--- src/rtl/microwave_pkg.sv ---
// ---------------------------------------------------------------------------
// microwave_pkg
// Shared definitions for the microwave cook-timer sequencer: state encodings,
// keypad limits, active-low strobe levels and a counter-width helper.
// ---------------------------------------------------------------------------
package microwave_pkg;

    typedef enum logic [2:0] {
        ST_IDLE  = 3'd0,
        ST_SET   = 3'd1,
        ST_COOK  = 3'd2,
        ST_PAUSE = 3'd3,
        ST_DONE  = 3'd4
    } state_t;

    localparam logic [3:0] BCD_MAX        = 4'd9;
    localparam int         MAX_DIGITS_DEF = 3;

    // Levels of the active-low load and clear strobes to the counter chain.
    localparam logic STROBE_ON  = 1'b0;
    localparam logic STROBE_OFF = 1'b1;

    // Bits needed to hold 0..n-1 (at least one bit).
    function automatic int cnt_width(input int n);
        return (n > 1) ? $clog2(n) : 1;
    endfunction

endpackage

--- src/rtl/tick_prescaler.sv ---
// ---------------------------------------------------------------------------
// tick_prescaler
// Free-running modulo-TICK_DIV counter that paces the one-second count tick.
// Ports:
//   clock     in   system clock
//   clr       in   synchronous active-high reset (count -> 0)
//   run       in   advance the count this cycle (otherwise hold)
//   clear     in   force the count to 0 (wins over run)
//   at_last   out  current count is TICK_DIV-1 (tick boundary)
//   nxt_last  out  count will become TICK_DIV-1 if it advances this cycle
// ---------------------------------------------------------------------------
module tick_prescaler
    import microwave_pkg::*;
#(
    parameter int TICK_DIV = 100
) (
    input  logic clock,
    input  logic clr,
    input  logic run,
    input  logic clear,
    output logic at_last,
    output logic nxt_last
);

    localparam int               CNT_W = cnt_width(TICK_DIV);
    localparam logic [CNT_W-1:0] LAST  = CNT_W'(TICK_DIV - 1);

    logic [CNT_W-1:0] count;
    logic [CNT_W-1:0] count_nxt;

    always_comb begin
        at_last   = (count == LAST);
        count_nxt = at_last ? '0 : count + 1'b1;
        nxt_last  = (count_nxt == LAST);
    end

    always_ff @(posedge clock) begin
        if (clr || clear) begin
            count <= '0;
        end else if (run) begin
            count <= count_nxt;
        end
    end

endmodule

--- src/rtl/microwave_controller.sv ---
// ---------------------------------------------------------------------------
// microwave_controller
// Top-level cook-timer sequencer. Loads keypad digits into the countdown
// chain, paces it with a one-per-second enable, drives magnetron and alarm.
// Ports:
//   clock, clr            clock and synchronous active-high reset
//   key_valid, key_digit  keypad strobe and BCD digit
//   start, stop           one-cycle button pulses
//   door_closed           door level, 1 = shut
//   timer_zero            countdown chain reads 0:00
//   timer_data            digit presented to the chain
//   timer_loadn           active-low load/shift strobe
//   timer_clrn            active-low clear strobe
//   timer_enable          one-cycle count-down enable
//   mag_on, alarm         magnetron drive and buzzer
//   state_out             current state encoding
// All outputs are registered.
// ---------------------------------------------------------------------------
module microwave_controller
    import microwave_pkg::*;
#(
    parameter int TICK_DIV    = 100,
    parameter int ALARM_TICKS = 3,
    parameter int MAX_DIGITS  = MAX_DIGITS_DEF
) (
    input  logic       clock,
    input  logic       clr,
    input  logic       key_valid,
    input  logic [3:0] key_digit,
    input  logic       start,
    input  logic       stop,
    input  logic       door_closed,
    input  logic       timer_zero,
    output logic [3:0] timer_data,
    output logic       timer_loadn,
    output logic       timer_clrn,
    output logic       timer_enable,
    output logic       mag_on,
    output logic       alarm,
    output logic [2:0] state_out
);

    localparam int               DC_W        = $clog2(MAX_DIGITS + 1);
    localparam logic [DC_W-1:0]  DIGIT_LIMIT = DC_W'(MAX_DIGITS);
    localparam int               AC_W        = cnt_width(ALARM_TICKS);
    localparam logic [AC_W-1:0]  ALARM_LAST  = AC_W'(ALARM_TICKS - 1);

    state_t          state;
    state_t          state_nxt;
    logic [DC_W-1:0] digit_cnt;
    logic [AC_W-1:0] alarm_cnt;

    logic digit_ok;
    logic do_load;
    logic do_clear;
    logic presc_run;
    logic presc_clear;
    logic at_last;
    logic nxt_last;

    tick_prescaler #(
        .TICK_DIV (TICK_DIV)
    ) u_prescaler (
        .clock    (clock),
        .clr      (clr),
        .run      (presc_run),
        .clear    (presc_clear),
        .at_last  (at_last),
        .nxt_last (nxt_last)
    );

    always_comb begin
        state_nxt   = state;
        do_load     = 1'b0;
        do_clear    = 1'b0;
        presc_run   = 1'b0;
        presc_clear = 1'b0;
        digit_ok    = key_valid && (key_digit <= BCD_MAX) && (digit_cnt < DIGIT_LIMIT);

        case (state)
            ST_IDLE: begin
                presc_clear = 1'b1;
                if (digit_ok) begin
                    do_load   = 1'b1;
                    state_nxt = ST_SET;
                end
            end
            ST_SET: begin
                presc_clear = 1'b1;
                if (stop) begin
                    do_clear  = 1'b1;
                    state_nxt = ST_IDLE;
                end else if (start) begin
                    // A refused start still consumes the cycle; no digit load.
                    if (door_closed && !timer_zero) begin
                        state_nxt = ST_COOK;
                    end
                end else if (digit_ok) begin
                    do_load = 1'b1;
                end
            end
            ST_COOK: begin
                // Reaching zero outranks a simultaneous door opening.
                if (timer_zero) begin
                    presc_clear = 1'b1;
                    state_nxt   = ST_DONE;
                end else if (!door_closed || stop) begin
                    state_nxt = ST_PAUSE;
                end else begin
                    presc_run = 1'b1;
                end
            end
            ST_PAUSE: begin
                if (stop) begin
                    do_clear    = 1'b1;
                    presc_clear = 1'b1;
                    state_nxt   = ST_IDLE;
                end else if (start && door_closed) begin
                    state_nxt = ST_COOK;
                end
            end
            ST_DONE: begin
                // Any key press silences the alarm and is swallowed.
                if (stop || key_valid || (at_last && alarm_cnt == ALARM_LAST)) begin
                    do_clear    = 1'b1;
                    presc_clear = 1'b1;
                    state_nxt   = ST_IDLE;
                end else begin
                    presc_run = 1'b1;
                end
            end
            default: begin
                presc_clear = 1'b1;
                state_nxt   = ST_IDLE;
            end
        endcase
    end

    always_ff @(posedge clock) begin
        if (clr) begin
            state        <= ST_IDLE;
            timer_data   <= '0;
            timer_loadn  <= STROBE_OFF;
            timer_clrn   <= STROBE_ON;
            timer_enable <= 1'b0;
            mag_on       <= 1'b0;
            alarm        <= 1'b0;
            digit_cnt    <= '0;
            alarm_cnt    <= '0;
        end else begin
            state        <= state_nxt;
            timer_loadn  <= do_load ? STROBE_ON : STROBE_OFF;
            timer_clrn   <= do_clear ? STROBE_ON : STROBE_OFF;
            // Enable is aligned with the prescaler sitting at TICK_DIV-1.
            timer_enable <= presc_run && (state == ST_COOK) && nxt_last;
            mag_on       <= (state_nxt == ST_COOK);
            alarm        <= (state_nxt == ST_DONE);
            if (do_load) begin
                timer_data <= key_digit;
            end
            if (do_clear) begin
                digit_cnt <= '0;
            end else if (do_load) begin
                digit_cnt <= digit_cnt + 1'b1;
            end
            if (state_nxt != ST_DONE) begin
                alarm_cnt <= '0;
            end else if (presc_run && at_last) begin
                alarm_cnt <= alarm_cnt + 1'b1;
            end
        end
    end

    assign state_out = state;

endmodule

--- config.mk ---
export PLATFORM = sky130hd
export DESIGN_NAME = microwave_controller
export DESIGN_NICKNAME = d
export VERILOG_FILES = /design/src/rtl/microwave_pkg.sv /design/src/rtl/tick_prescaler.sv /design/src/rtl/microwave_controller.sv
export SDC_FILE = /design/constraint.sdc
export NUM_CORES = 1
export LEC_CHECK = 0
export BUFFER_PORTS_ARGS = -buffer_cell sky130_fd_sc_hd__buf_4
export CORE_ASPECT_RATIO = 0.9
export CORE_UTILIZATION = 40
export CTS_BUF_LIST = sky130_fd_sc_hd__clkbuf_16
export CTS_CLUSTER_DIAMETER = 80
export DETAILED_ROUTE_END_ITERATION = 10
export MAX_ROUTING_LAYER = met4
export PLACE_DENSITY = 0.61
export REMOVE_ABC_BUFFERS = 1
export SYNTH_ARGS = -nofsm -noshare
export SYNTH_HDL_FRONTEND = slang
export SYNTH_HIERARCHICAL = 1
export SYNTH_SLANG_ARGS = --single-unit
--- constraint.sdc ---
create_clock -name clock -period 2.6 [get_ports clock]
set_input_delay 0 -clock clock [delete_from_list [all_inputs] [get_ports clock]]
set_output_delay 0 -clock clock [all_outputs]
set_load 0.02 [all_outputs]
==> out/metrics.csv <==
stage,metric,value,unit
critical_path,crit_type,reg2reg,
synth,synthTopCellsByArea,"dfxtp_1, mux2i_1, nor2_1",
global_routing,antenna_found_initial,0,
sta,tightestPinTransition,0.564,ns
routing,vias,1006,
sta,setup_viol,0,
final_layout,diodes,0,
critical_path,cp_max_fo,8,
routing,drtIter0Drc,31,
clock_tree,clock-sinks,23,
final_layout,area.growth.synth_to_final,24.6,%
clock_tree,clk_pin_slew,0.06,ns
sta,min_period_over_period,88.4,%
sta,grt_setup_unrepaired,no,
global_routing,grt_first_pass_wirelength,4230,um
critical_path,reg2reg_from,u_prescaler/count[0],
synth,synth_edf_count,0,
sta,fmax,0.435,GHz
clock_tree,cts_tree,built,
global_routing,gr-total-overflow,0,
clock_tree,cts-root-buf,clkbuf_16,
critical_path,crit_start,u_prescaler/count[0],
floorplanning,die_x,59.8,um
placed_design,dpl.hpwl,1840,um
pwr,seqPwrFrac,47.9,%
sta,relSlewSlack,61.9,%
hold_path,min_path_type,in2reg,
pwr,p_sw_share,21.5,%
critical_path,cp.required,2.80,ns
global_routing,grt_max_degree,16,
critical_path,crit_arrival,2.50,ns
pwr,p_sw,0.166,mW
routing,drt-total-wl,2490,um
clock_tree,h-tree-depth,1,
clock_tree,hold_buffers,4,
sta,hold_violations,0,
global_routing,grt_pass1_vias,953,
placed_design,preCtsSetupSlack,0.364,ns
synth,async_flop_share,0,%
sta,slew_violations,0,
sta,finalSetupTns,0,ns
floorplanning,die_y,54.0,um
synth,postSynthCellCount,132,
pwr,p_clk_share,42.2,%
final_layout,nFillCells,270,
routing,viasPerCell,5.16,
critical_path,reg2reg_setup_slack,0.30,ns
pwr,total_leakage_power,0.583,nW
synth,synth_top_flop_cell,dfxtp_1,
floorplanning,rows,18,
critical_path,r2r_cells,8,
clock_tree,clockBufferDepth,2,
pwr,p_per_area,514,nW/um2
routing,dr.pass1.iters,4,
clock_tree,clkLatencyLatePin,0.26,ns
job,drv_cap,0,
sta,fin_hold_ws,0.00984,ns
synth,synth.most_common_cell,dfxtp_1,
synth,ys_seq_elements,23,
pwr,vdd_ir_drop_max,0.336,mV
routing,avgRoutedWirePerCell,12.8,um
synth,synth_common_cells,"dfxtp_1, nor2_1, nand2_1",
critical_path,critPathCaptureType,flip-flop,
synth,synth_largest_area_cell,dfxtp_1,
floorplanning,io_pins,23,
synth,synth.distinct_cells,45,
floorplanning,dieArea,3230,um2
final_layout,nets,171,
synth,ys_warn_count,6,
sta,min_period,2.30,ns
placed_design,gp_congestion,0.878,
synth,synth.top_cell.area_share,38.3,%
clock_tree,post_cts_buffers,0,
clock_tree,cts_made_buffers,3,
synth,syn_area,1200,um2
pwr,internal-power,0.606,mW
floorplanning,initial_utilization,43.1,%
pwr,p_comb_share,9.9,%
critical_path,cp-start-kind,flip-flop,
sta,finalWorstSetupSlack,0.302,ns
placed_design,portBuffers,22,
synth,syn_area_per_cell,9.12,um2
status,status,finished clean,
final_layout,utilization,53.7,%
routing,drc,0,
routing,antenna_left,0,
critical_path,r2r-end,u_prescaler/count[5],
synth,yosysSeqAreaShare,38.3,%
critical_path,cp-endpoint,u_prescaler/count[5],
floorplanning,design.core.area,2790,um2
global_routing,grtUsageTotal,18.4,%
sta,fin_skew,0.00482,ns
final_layout,drive_gt1_share,23.2,%
clock_tree,cts_resized,0,
[routing by layer]
metal	share of wire [%]	GRT usage [%]	vias to the layer above	routed length [um]
li1	-	-	518	-
met1	47	23.4	466	1180
met2	48	28.3	18	1190
met3	3.5	5.05	4	87
met4	0.97	5.81	0	24
met5	0	-	-	0
[cell type report]
class                   count  area, um2  area share, %
clock buffers               3       75.1           5.00
clock inverters             1       3.75          0.250
inverters                   4       15.0           1.00
multi-input cells          97        683           45.5
flip-flops and latches     23        460           30.7
well taps                  40       50.0           3.34
repair buffers             27        213           14.2
[how the worst min path moves through the flow]
stage | start | end | slack, ns | cells past startpoint
6_report | key_digit[3] | timer_data[3] | 0.01 | 3
5_1_grt | key_digit[3] | timer_data[3] | 0.02 | 3
4_1_cts | clr | timer_data[0] | 0.009 | 2
3_5_place_dp | key_digit[0] | timer_data[0] | 0.25 | 3
3_3_place_gp | key_digit[0] | timer_data[0] | 0.23 | 3
2_1_floorplan | clr | state_out[0] | 0.07 | 1
[sequential cells by signal (all words and copies together), names as in the netlist]
register and flops:
timer_clrn 1, timer_enable 1, digit_cnt 2, timer_data 4, u_prescaler/count 7, state_out 3, alarm 1, mag_on 1
alarm_cnt 2, timer_loadn 1
[power groups by stage]
stage          Clock, mW  Sequential, mW  Combinational (mW)
2_1_floorplan          0           0.385              0.0296
3_3_place_gp           0           0.377              0.0714
3_5_place_dp           0           0.377              0.0722
4_1_cts            0.337           0.370              0.0771
5_1_grt            0.357           0.371              0.0845
6_report           0.325           0.370              0.0763
[cells in the final DEF, fill, tap and decap left out, types with 2 or more instances in the layout]
cell type	synthesis	layout
a21oi_1	5	5
dlygate4sd3_1	0	4
inv_1	3	4
nor3b_1	3	3
nand4_1	2	2
clkbuf_16	0	3
nand2_1	10	10
ha_1	4	4
o21ai_0	2	2
o211ai_1	2	2
xor2_1	5	5
a22o_1	2	2
nor2_1	16	16
mux2i_1	6	6
nand3_1	5	5
dfxtp_1	23	23
a211oi_1	2	2
nor3_1	3	3
nor4b_1	4	4
or2_2	2	2
nand2b_1	4	4
buf_4	1	23
[worst max-delay path, cell delays in order, from the launching register on]
cell       delay (ns)
dfxtp_1          0.34
ha_1             0.31
nand4bb_1        0.18
nor3b_2          0.08
a211oi_2         0.45
a21oi_1          0.14
or2_2            0.38
nor3b_1          0.21
a32o_1           0.15
[logic make-up after synthesis]
| kind of cell | share of synthesized area [%] |
|---|---|
| compound gates | 16.1 |
| buf+inv | 4.99 |
| fa+ha+maj | 4.16 |
| xor+xnor | 4.37 |
| flops | 38.3 |
| mux | 4.99 |
| simple gates | 27.1 |
[metrics by stage]
| step | cell area [um2] | cells | power [mW] |
|---|---|---|---|
| 2_1_floorplan | 1160 | 124 | 0.415 |
| 3_3_place_gp | 1380 | 187 | 0.448 |
| 3_5_place_dp | 1380 | 187 | 0.450 |
| 4_1_cts | 1500 | 195 | 0.783 |
| 5_1_grt | 1500 | 195 | 0.812 |
| 6_report | 1500 | 195 | 0.772 |
No activity file was read; power rests on OpenSTA's default activity.
